**src/rtl/encoder_4to2_queue_pkg.sv**
```systemverilog
// Shared types and constants for the 4-to-2 request queue encoder.
// Holds the FSM state type, widths and small bit helpers.
package encoder_pkg;

  localparam int unsigned N_REQ = 4;
  localparam int unsigned IDX_W = 2;
  localparam int unsigned CNT_W = 3;

  typedef enum logic {
    IDLE = 1'b0,
    BUSY = 1'b1
  } state_t;

  function automatic logic [CNT_W-1:0] popcount4(input logic [N_REQ-1:0] v);
    logic [CNT_W-1:0] c;
    c = '0;
    for (int unsigned i = 0; i < N_REQ; i++) begin
      c = c + {{(CNT_W-1){1'b0}}, v[i]};
    end
    return c;
  endfunction

  function automatic logic [N_REQ-1:0] onehot(input logic [IDX_W-1:0] idx);
    return {{(N_REQ-1){1'b0}}, 1'b1} << idx;
  endfunction

endpackage

```
**src/rtl/encoder_4to2_queue_if.sv**
```systemverilog
// Request/response bundle between the request sources, the encoder and its consumer.
interface encoder_4to2_queue_if;
  import encoder_pkg::*;

  logic             enable;
  logic [N_REQ-1:0] in;
  logic             out_ready;
  logic [IDX_W-1:0] out;
  logic             out_valid;
  logic [N_REQ-1:0] pending;
  logic [CNT_W-1:0] count;

  modport master (
    output enable, in, out_ready,
    input  out, out_valid, pending, count
  );

  modport slave (
    input  enable, in, out_ready,
    output out, out_valid, pending, count
  );

endinterface

```
**src/rtl/encoder_4to2_queue_prio_enc4.sv**
```systemverilog
// Combinational fixed-priority encoder: lowest set bit wins (bit 0 highest).
module prio_enc4
  import encoder_pkg::*;
(
  input  logic [N_REQ-1:0] i_vec,
  output logic [IDX_W-1:0] o_idx,
  output logic             o_any
);

  always_comb begin
    o_any = |i_vec;
    o_idx = '0;
    if (i_vec[0])      o_idx = 2'd0;
    else if (i_vec[1]) o_idx = 2'd1;
    else if (i_vec[2]) o_idx = 2'd2;
    else if (i_vec[3]) o_idx = 2'd3;
  end

endmodule

```
**src/rtl/encoder_4to2_queue.sv**
```systemverilog
// Coalescing request queue: latches request strobes into a pending set and
// presents them one index at a time, lowest index first, with backpressure.
module encoder_4to2_queue
  import encoder_pkg::*;
(
  input  logic                 clk,
  input  logic                 rst_n,
  encoder_4to2_queue_if.slave  bus
);

  state_t           r_state;
  state_t           w_next_state;
  logic [N_REQ-1:0] r_pend;
  logic [IDX_W-1:0] r_out;
  logic [CNT_W-1:0] r_count;

  logic [N_REQ-1:0] w_clr;
  logic [N_REQ-1:0] w_pend_next;
  logic [N_REQ-1:0] w_rem;
  logic [IDX_W-1:0] w_next_out;
  logic [IDX_W-1:0] w_pend_idx;
  logic [IDX_W-1:0] w_rem_idx;
  logic             w_pend_any;
  logic             w_rem_any;

  prio_enc4 u_pend_sel (
    .i_vec (r_pend),
    .o_idx (w_pend_idx),
    .o_any (w_pend_any)
  );

  prio_enc4 u_rem_sel (
    .i_vec (w_rem),
    .o_idx (w_rem_idx),
    .o_any (w_rem_any)
  );

  // A new strobe ORs in after the clear, so a re-request of the bit being accepted survives.
  always_comb begin
    w_clr        = '0;
    w_rem        = r_pend & ~onehot(r_out);
    w_next_state = r_state;
    w_next_out   = r_out;
    if (r_state == BUSY && bus.out_ready) begin
      w_clr = onehot(r_out);
    end
    w_pend_next = (r_pend & ~w_clr) | (bus.enable ? bus.in : '0);

    case (r_state)
      IDLE: begin
        if (w_pend_any) begin
          w_next_state = BUSY;
          w_next_out   = w_pend_idx;
        end
      end
      BUSY: begin
        if (bus.out_ready) begin
          if (w_rem_any) begin
            w_next_out = w_rem_idx;
          end else begin
            w_next_state = IDLE;
          end
        end
      end
      default: w_next_state = IDLE;
    endcase
  end

  always_ff @(posedge clk) begin
    if (!rst_n) begin
      r_state <= IDLE;
      r_pend  <= '0;
      r_out   <= '0;
      r_count <= '0;
    end else begin
      r_state <= w_next_state;
      r_pend  <= w_pend_next;
      r_out   <= w_next_out;
      r_count <= popcount4(w_pend_next);
    end
  end

  assign bus.out       = r_out;
  assign bus.out_valid = (r_state == BUSY);
  assign bus.pending   = r_pend;
  assign bus.count     = r_count;

endmodule

```
**src/flat_wrapper.sv**
```systemverilog
// flat-port wrapper written by rule: the top's interface ports become plain ports
module encoder_4to2_queue_flat import encoder_pkg::*;
  (clk, rst_n, bus_enable, bus_in, bus_out_ready, bus_out, bus_out_valid, bus_pending, bus_count);
  encoder_4to2_queue_if bus_i ();
  input  logic clk;
  input  logic rst_n;
  input wire logic [$bits(bus_i.enable)-1:0] bus_enable;
  input wire logic [$bits(bus_i.in)-1:0] bus_in;
  input wire logic [$bits(bus_i.out_ready)-1:0] bus_out_ready;
  output wire logic [$bits(bus_i.out)-1:0] bus_out;
  output wire logic [$bits(bus_i.out_valid)-1:0] bus_out_valid;
  output wire logic [$bits(bus_i.pending)-1:0] bus_pending;
  output wire logic [$bits(bus_i.count)-1:0] bus_count;
  assign bus_i.enable = bus_enable;
  assign bus_i.in = bus_in;
  assign bus_i.out_ready = bus_out_ready;
  assign bus_out = bus_i.out;
  assign bus_out_valid = bus_i.out_valid;
  assign bus_pending = bus_i.pending;
  assign bus_count = bus_i.count;
  encoder_4to2_queue u_core (.clk(clk), .rst_n(rst_n), .bus(bus_i));
endmodule
```
**config.mk**
```make
export PLATFORM = sky130hd
export DESIGN_NAME = encoder_4to2_queue_flat
export DESIGN_NICKNAME = d
export VERILOG_FILES = /design/src/rtl/encoder_4to2_queue_pkg.sv /design/src/rtl/encoder_4to2_queue_if.sv /design/src/rtl/encoder_4to2_queue_prio_enc4.sv /design/src/rtl/encoder_4to2_queue.sv /design/src/flat_wrapper.sv
export SDC_FILE = /design/constraint.sdc
export NUM_CORES = 1
export LEC_CHECK = 0
export ABC_AREA = 1
export CAP_MARGIN = 40
export CORE_MARGIN = 5
export CORE_UTILIZATION = 40
export DETAILED_ROUTE_END_ITERATION = 10
export HOLD_SLACK_MARGIN = 0.15
export PLACE_DENSITY = 0.7
export SLEW_MARGIN = 40
export SYNTH_ARGS = -nofsm -noshare
export SYNTH_HDL_FRONTEND = slang
export SYNTH_HIERARCHICAL = 1
export SYNTH_SLANG_ARGS = --single-unit
```
**constraint.sdc**
```tcl
create_clock -name clk -period 2.77 [get_ports clk]
set_input_delay 0.554 -clock clk [delete_from_list [all_inputs] [get_ports clk]]
set_output_delay 0.554 -clock clk [all_outputs]
set_load 0.1 [all_outputs]
```
==> impl_metrics.tcl, run 1 <==
set metrics [dict create \
    power_density_mw_per_mm2 971.0 \
    setup_viol 0 \
    cp.required_ns 2.94 \
    syn_nets 101 \
    overflow 0 \
    antenna_found_initial 0 \
    cts_resized 0 \
    clock_latency_ns 0.26 \
    area_growth_pct 30.04 \
    synth_cell_types 18 \
    finClkSkew_ns 0.0009482 \
    place_congestion 0.7725 \
    fin_cells 124 \
    dp_hpwl_um 1064 \
    crit_buf_inv 2 \
    reg2reg_from "u_core/bus.out[0]" \
    clkTransAtPathRegs_ns 0.06 \
    cp-endpoint "u_core/bus.count[1]" \
    path_class "input port to flop" \
    io_pins 18 \
    synth.top_cells.by_area "dfxtp_1, nand2_1, inv_1, nor2_1, ha_1" \
    dpl.cell_count 121 \
    ys_seq_area_share_pct 34.33 \
    post_drt_wl_per_cell_um 10.16 \
    cp-end-kind "flop" \
    synth_top_area_share_pct 34.33 \
    layout_min_cycle_time_ns 2.251 \
    drt_iter0_markers 16 \
    core_area_mm2 0.001334 \
    grt_max_degree 9 \
    final_max_slew_viol_count 0 \
    grt_pass1_vias 539 \
    synthCells 90 \
    initial_core_util_pct 43.71 \
    htree_num_levels 1 \
    die_h_um 48.18 \
    crit_family "adder cells" \
    drc 0 \
    outcome "complete, no violations" \
    fin_ws_ns 0.5190 \
    synth_seq_cells 10 \
    min_period_over_period_pct 81.26 \
    ant_nets 0 \
    netlist_area_um2 583.1 \
    path_max_fanout 4 \
    ctsRootBufferMaster "clkbuf_4" \
    total_power_mw 0.7362 \
    reg2reg_to "u_core/bus.count[1]" \
    syn_area_per_cell_um2 6.478 \
    routed_via_density 4.710 \
    post-place-ws_ns 0.2492 \
    synth_top_cell_by_area "dfxtp_1" \
    fmax_mhz 444.2 \
    dieArea_mm2 0.002321 \
    tritoncts "built" \
    hold_viol_final 0 \
    vias 584 \
    tightest_slew_ns 0.3517 \
    ff2ff_path_depth 8 \
    rows 13 \
    fin_nets 122 \
    max-vdd-ir-drop_v 0.0005336 \
    nFillCells 144 \
    drive_above_1_share_pct 17.43 \
    ys.warnings.count 6 \
    clock_path_buffers 2 \
    relSlewSlack_pct 76.31 \
    cp_num_cells 9 \
    max_stage_delay_ns 0.49 \
    track_usage_pct 13.58 \
    post_cts_buffers 0 \
    rsz0062_at_grt "no" \
    startpoint "bus_out_ready" \
    cap_violations 0 \
    port_buffers 17 \
    fin_hold_ws_ns 0.5755 \
    cts_buffers 3 \
    firstDrtPassIters 4 \
    clock-sinks 10 \
    die_w_um 48.18 \
    cts_hold_buf 0 \
    arrival_ns 2.42 \
    critPathLaunchType "input port" \
    worstPathCellList "clkdlybuf4s50_1 -> nand2_2 -> o21ai_1 -> nand2_1 -> fa_1 -> ha_1 -> ha_1 -> nand2_1 -> inv_1" \
    slowest_stage "clkdlybuf4s50_1" \
    reg2reg_slack_ns 0.65 \
    diodes 0 \
    tns_ns 0 \
    p_leak_nw 0.4391 \
    grt_pass1_wl_um 2201 \
    wl_um 1260 \
    hold_path.class "flop to flop" \
]
-- synthesized netlist by cell type --
cell type  count
nand2_1       31
and2_1         1
nor2_1         8
o21ai_0        3
inv_1         18
a21oi_1        1
inv_2          1
nand3_1        3
ha_1           2
dfxtp_1       10
nand3_2        1
buf_6          1
fa_1           1
nand2_2        2
o21ai_1        1
nor3_1         2
a31oi_1        2
a21oi_2        2
-- state kept, by name, indices dropped and copies added (netlist names) --
| register | flops |
|---|---|
| u_core/bus.pending | 4 |
| u_core/bus.out_valid | 1 |
| u_core/bus.out | 2 |
| u_core/bus.count | 3 |
-- layout make-up --
class / instances / area (µm²) / share of cell area [%]
multi-input cells: 60 / 300.3 / 39.60
flip-flops and latches: 10 / 200.2 / 26.40
clock buffers: 3 / 22.52 / 2.970
inverters: 19 / 71.32 / 9.406
repair buffers: 17 / 145.1 / 19.14
well taps: 15 / 18.77 / 2.475
-- cells in the final DEF, fill, tap and decap left out --
cell type	n
a21oi_2	2
a31oi_1	2
inv_2	1
and2_1	1
fa_1	1
o21ai_0	3
o21ai_1	1
a21oi_1	1
dfxtp_1	10
nand2_2	2
nand3_2	1
ha_1	2
nand2_1	31
nor2_1	8
nor3_1	2
buf_4	10
clkdlybuf4s50_1	7
clkbuf_4	3
nand3_1	3
inv_1	18
-- how the worst min path moves through the flow --
stage	startpoint	to	depth (start not counted)
6_report	u_core/bus.pending[2]	u_core/bus.pending[2]	2
5_1_grt	u_core/bus.pending[1]	u_core/bus.pending[1]	2
4_1_cts	u_core/bus.pending[2]	u_core/bus.pending[2]	2
3_5_place_dp	u_core/bus.pending[2]	u_core/bus.pending[2]	2
3_3_place_gp	u_core/bus.pending[2]	u_core/bus.pending[2]	2
2_1_floorplan	bus_in[1]	u_core/bus.pending[1]	2
-- where the power goes --
part | internal, mW | switching (mW)
combinational | 0.105 | 0.329
clock | 0.0502 | 0.0486
sequential | 0.175 | 0.0282
total | 0.331 | 0.406
-- layer usage --
| metal | share of wire [%] | GRT usage (%) |
|---|---|---|
| met1 | 45 | 17.92 |
| met2 | 48 | 20.31 |
| met3 | 6.3 | 2.583 |
| met4 | 1.2 | 8.065 |
| met5 | 0 | 0 |
-- cell families (layout without fill, tap and decap cells) --
family / Yosys count / count (layout) / synth area share [%]
adders and majority gates: 3 / 3 / 7.725
and+or+nand+nor: 48 / 48 / 34.33
AOI/OAI and AO/OA: 9 / 9 / 9.440
buffers and inverters: 20 / 39 / 14.16
DFF: 10 / 10 / 34.33
-- stage by stage --
| step | area [µm²] | util [%] |
|---|---|---|
| final | 758.2 | 56.85 |
| after global routing | 758.2 | 56.85 |
| after CTS | 758.2 | 56.85 |
| after detailed placement | 735.7 | 55.16 |
| after global placement | 735.7 | 55.16 |
| after floorplan | 583.1 | - |
-- worst register-to-register path: cells and delay by family, from the launching register on --
family	cells	cell delay [ns]
AOI/OAI and AO/OA	1	0.31
adders and majority gates	3	0.98
buffers and inverters	2	0.12
DFF	1	0.40
and+or+nand+nor	2	0.23
Note: power is estimated with default switching activity, not from simulation.
==> run 2, diff against run 1 <==
- clock period: 2.77 -> 2.3 ns (I/O delays scaled with it)
==> run 2 against run 1 <==
  * Critical path depth unchanged
  * Flip-flop and latch count unchanged
  * Clock power increased by 16%
  * Critical endpoint unchanged
  * Highest routed layer unchanged
==> impl_metrics.tcl, run 2 (synthesis results as in run 1) <==
set metrics [dict create \
    wl_um 1252 \
    final_common_cell "nand2_1" \
    hold_viol_final 0 \
    antenna_found_initial 0 \
    final_max_slew_viol_count 0 \
    firstDrtPassIters 4 \
    fmax_mhz 464.2 \
    fin_ws_ns 0.1456 \
    clockPowerShare_pct 12.9 \
    worstHoldPathCells 2 \
    max-vdd-ir-drop_v 0.0006802 \
    clock_path_buffers 2 \
    cts_resized 0 \
    setup_viol 0 \
    p_seq_share_pct 27.9 \
    grt_max_degree 9 \
    path_class "input port to flop" \
    layout_min_cycle_time_ns 2.154 \
    place_congestion 0.7619 \
    area_growth_pct 33.91 \
    clock_latency_ns 0.26 \
    hold_path.class "flop to flop" \
    p_sw_share_pct 54.31 \
    dieArea_mm2 0.002321 \
    rsz0062_at_grt "no" \
    arrival_ns 2.31 \
    diodes 0 \
    power_frac_comb_pct 59.2 \
    initial_core_util_pct 43.71 \
    post_drt_wl_per_cell_um 9.937 \
    total_power_mw 0.8900 \
    cts_hold_buf 0 \
    critPathLaunchType "input port" \
    port_buffers 17 \
    tritoncts "built" \
    drt_iter0_markers 7 \
    tightest_slew_ns 0.3259 \
    fin_nets 124 \
    final_cell_mix "nand2_1, inv_1, buf_4" \
    track_usage_pct 12.99 \
    overflow 0 \
    post-place-ws_ns -0.1182 \
    path_max_fanout 4 \
    dp_hpwl_um 1049 \
    reg2reg_slack_ns 0.28 \
    largest_reg_flops 4 \
    io_pins 18 \
    cp-end-kind "flop" \
    die_w_um 48.18 \
    ant_nets 0 \
    vias 582 \
    p_int_mw 0.4066 \
    startpoint "bus_out_ready" \
    routed_via_density 4.619 \
    cp.required_ns 2.46 \
    ctsRootBufferMaster "clkbuf_4" \
    power.switching_mw 0.4834 \
    p_leak_nw 0.4501 \
    htree_num_levels 1 \
    die_h_um 48.18 \
    finClkSkew_ns 0.001325 \
    cp-endpoint "u_core/bus.count[1]" \
    power_density_mw_per_mm2 1140 \
    core_area_mm2 0.001334 \
    clkTransAtPathRegs_ns 0.06 \
    post_cts_buffers 0 \
    rows 13 \
    cts_buffers 3 \
    grt_pass1_vias 517 \
    outcome "complete, no violations" \
    fin_hold_ws_ns 0.5415 \
    clock-sinks 10 \
    drive_above_1_share_pct 24.32 \
    relSlewSlack_pct 78.04 \
    ff2ff_path_depth 8 \
    grt_pass1_wl_um 2042 \
    reg2reg_from "u_core/bus.out[0]" \
    cap_violations 0 \
    min_period_over_period_pct 93.67 \
    drc 0 \
    reg2reg_to "u_core/bus.count[1]" \
]
-- run 2: area by class of cell --
cell class | count | area, µm²
Clock buffer | 3 | 22.52
Multi-Input combinational cell | 60 | 300.3
Tap cell | 15 | 18.77
Timing Repair Buffer | 19 | 160.2
Inverter | 19 | 71.32
Fill cell | 142 | 553.0
Sequential cell | 10 | 207.7
-- run 2: power groups by stage --
| stage | clock network, mW | logic, mW | registers [mW] |
|---|---|---|---|
| final | 0.115 | 0.527 | 0.248 |
| after global routing | 0.130 | 0.564 | 0.256 |
| after CTS | 0.122 | 0.530 | 0.248 |
| after detailed placement | 0 | 0.529 | 0.252 |
| after global placement | 0 | 0.527 | 0.253 |
| after floorplan | 0 | 0.154 | 0.517 |
-- run 2: worst min path at each step --
stage                                     start               endpoint
after floorplan                       bus_in[1]  u_core/bus.pending[1]
after global placement    u_core/bus.pending[1]  u_core/bus.pending[1]
after detailed placement  u_core/bus.pending[1]  u_core/bus.pending[1]
after CTS                 u_core/bus.pending[1]  u_core/bus.pending[1]
after global routing      u_core/bus.pending[1]  u_core/bus.pending[1]
final                     u_core/bus.pending[1]  u_core/bus.pending[1]
-- run 2: worst max-delay path: stages --
cell and delay [ns]:
clkdlybuf4s50_1 0.49, nand2_2 0.09, o21ai_1 0.13, nand2_1 0.11
fa_1 0.47, ha_1 0.20, ha_1 0.26, nand2_1 0.06
inv_1 0.04
-- run 2: layer usage --
metal / track usage [%] / part of all wire, % / up-vias
li1: - / - / 313
met1: 16.19 / 45 / 253
met2: 20.05 / 49 / 14
met3: 4.059 / 5.7 / 2
met4: 6.452 / 0.80 / 0
met5: 0 / 0 / -
-- run 2: through the flow --
stage / cells / cell area [µm²] / util [%] / TNS [ns]
6_report: 126 / 780.7 / 58.54 / 0
2_1_floorplan: 90 / 590.6 / - / 0
3_5_place_dp: 123 / 758.2 / 56.85 / -0.1650
5_1_grt: 126 / 780.7 / 58.54 / 0
4_1_cts: 126 / 780.7 / 58.54 / 0
3_3_place_gp: 123 / 758.2 / 56.85 / -0.1202
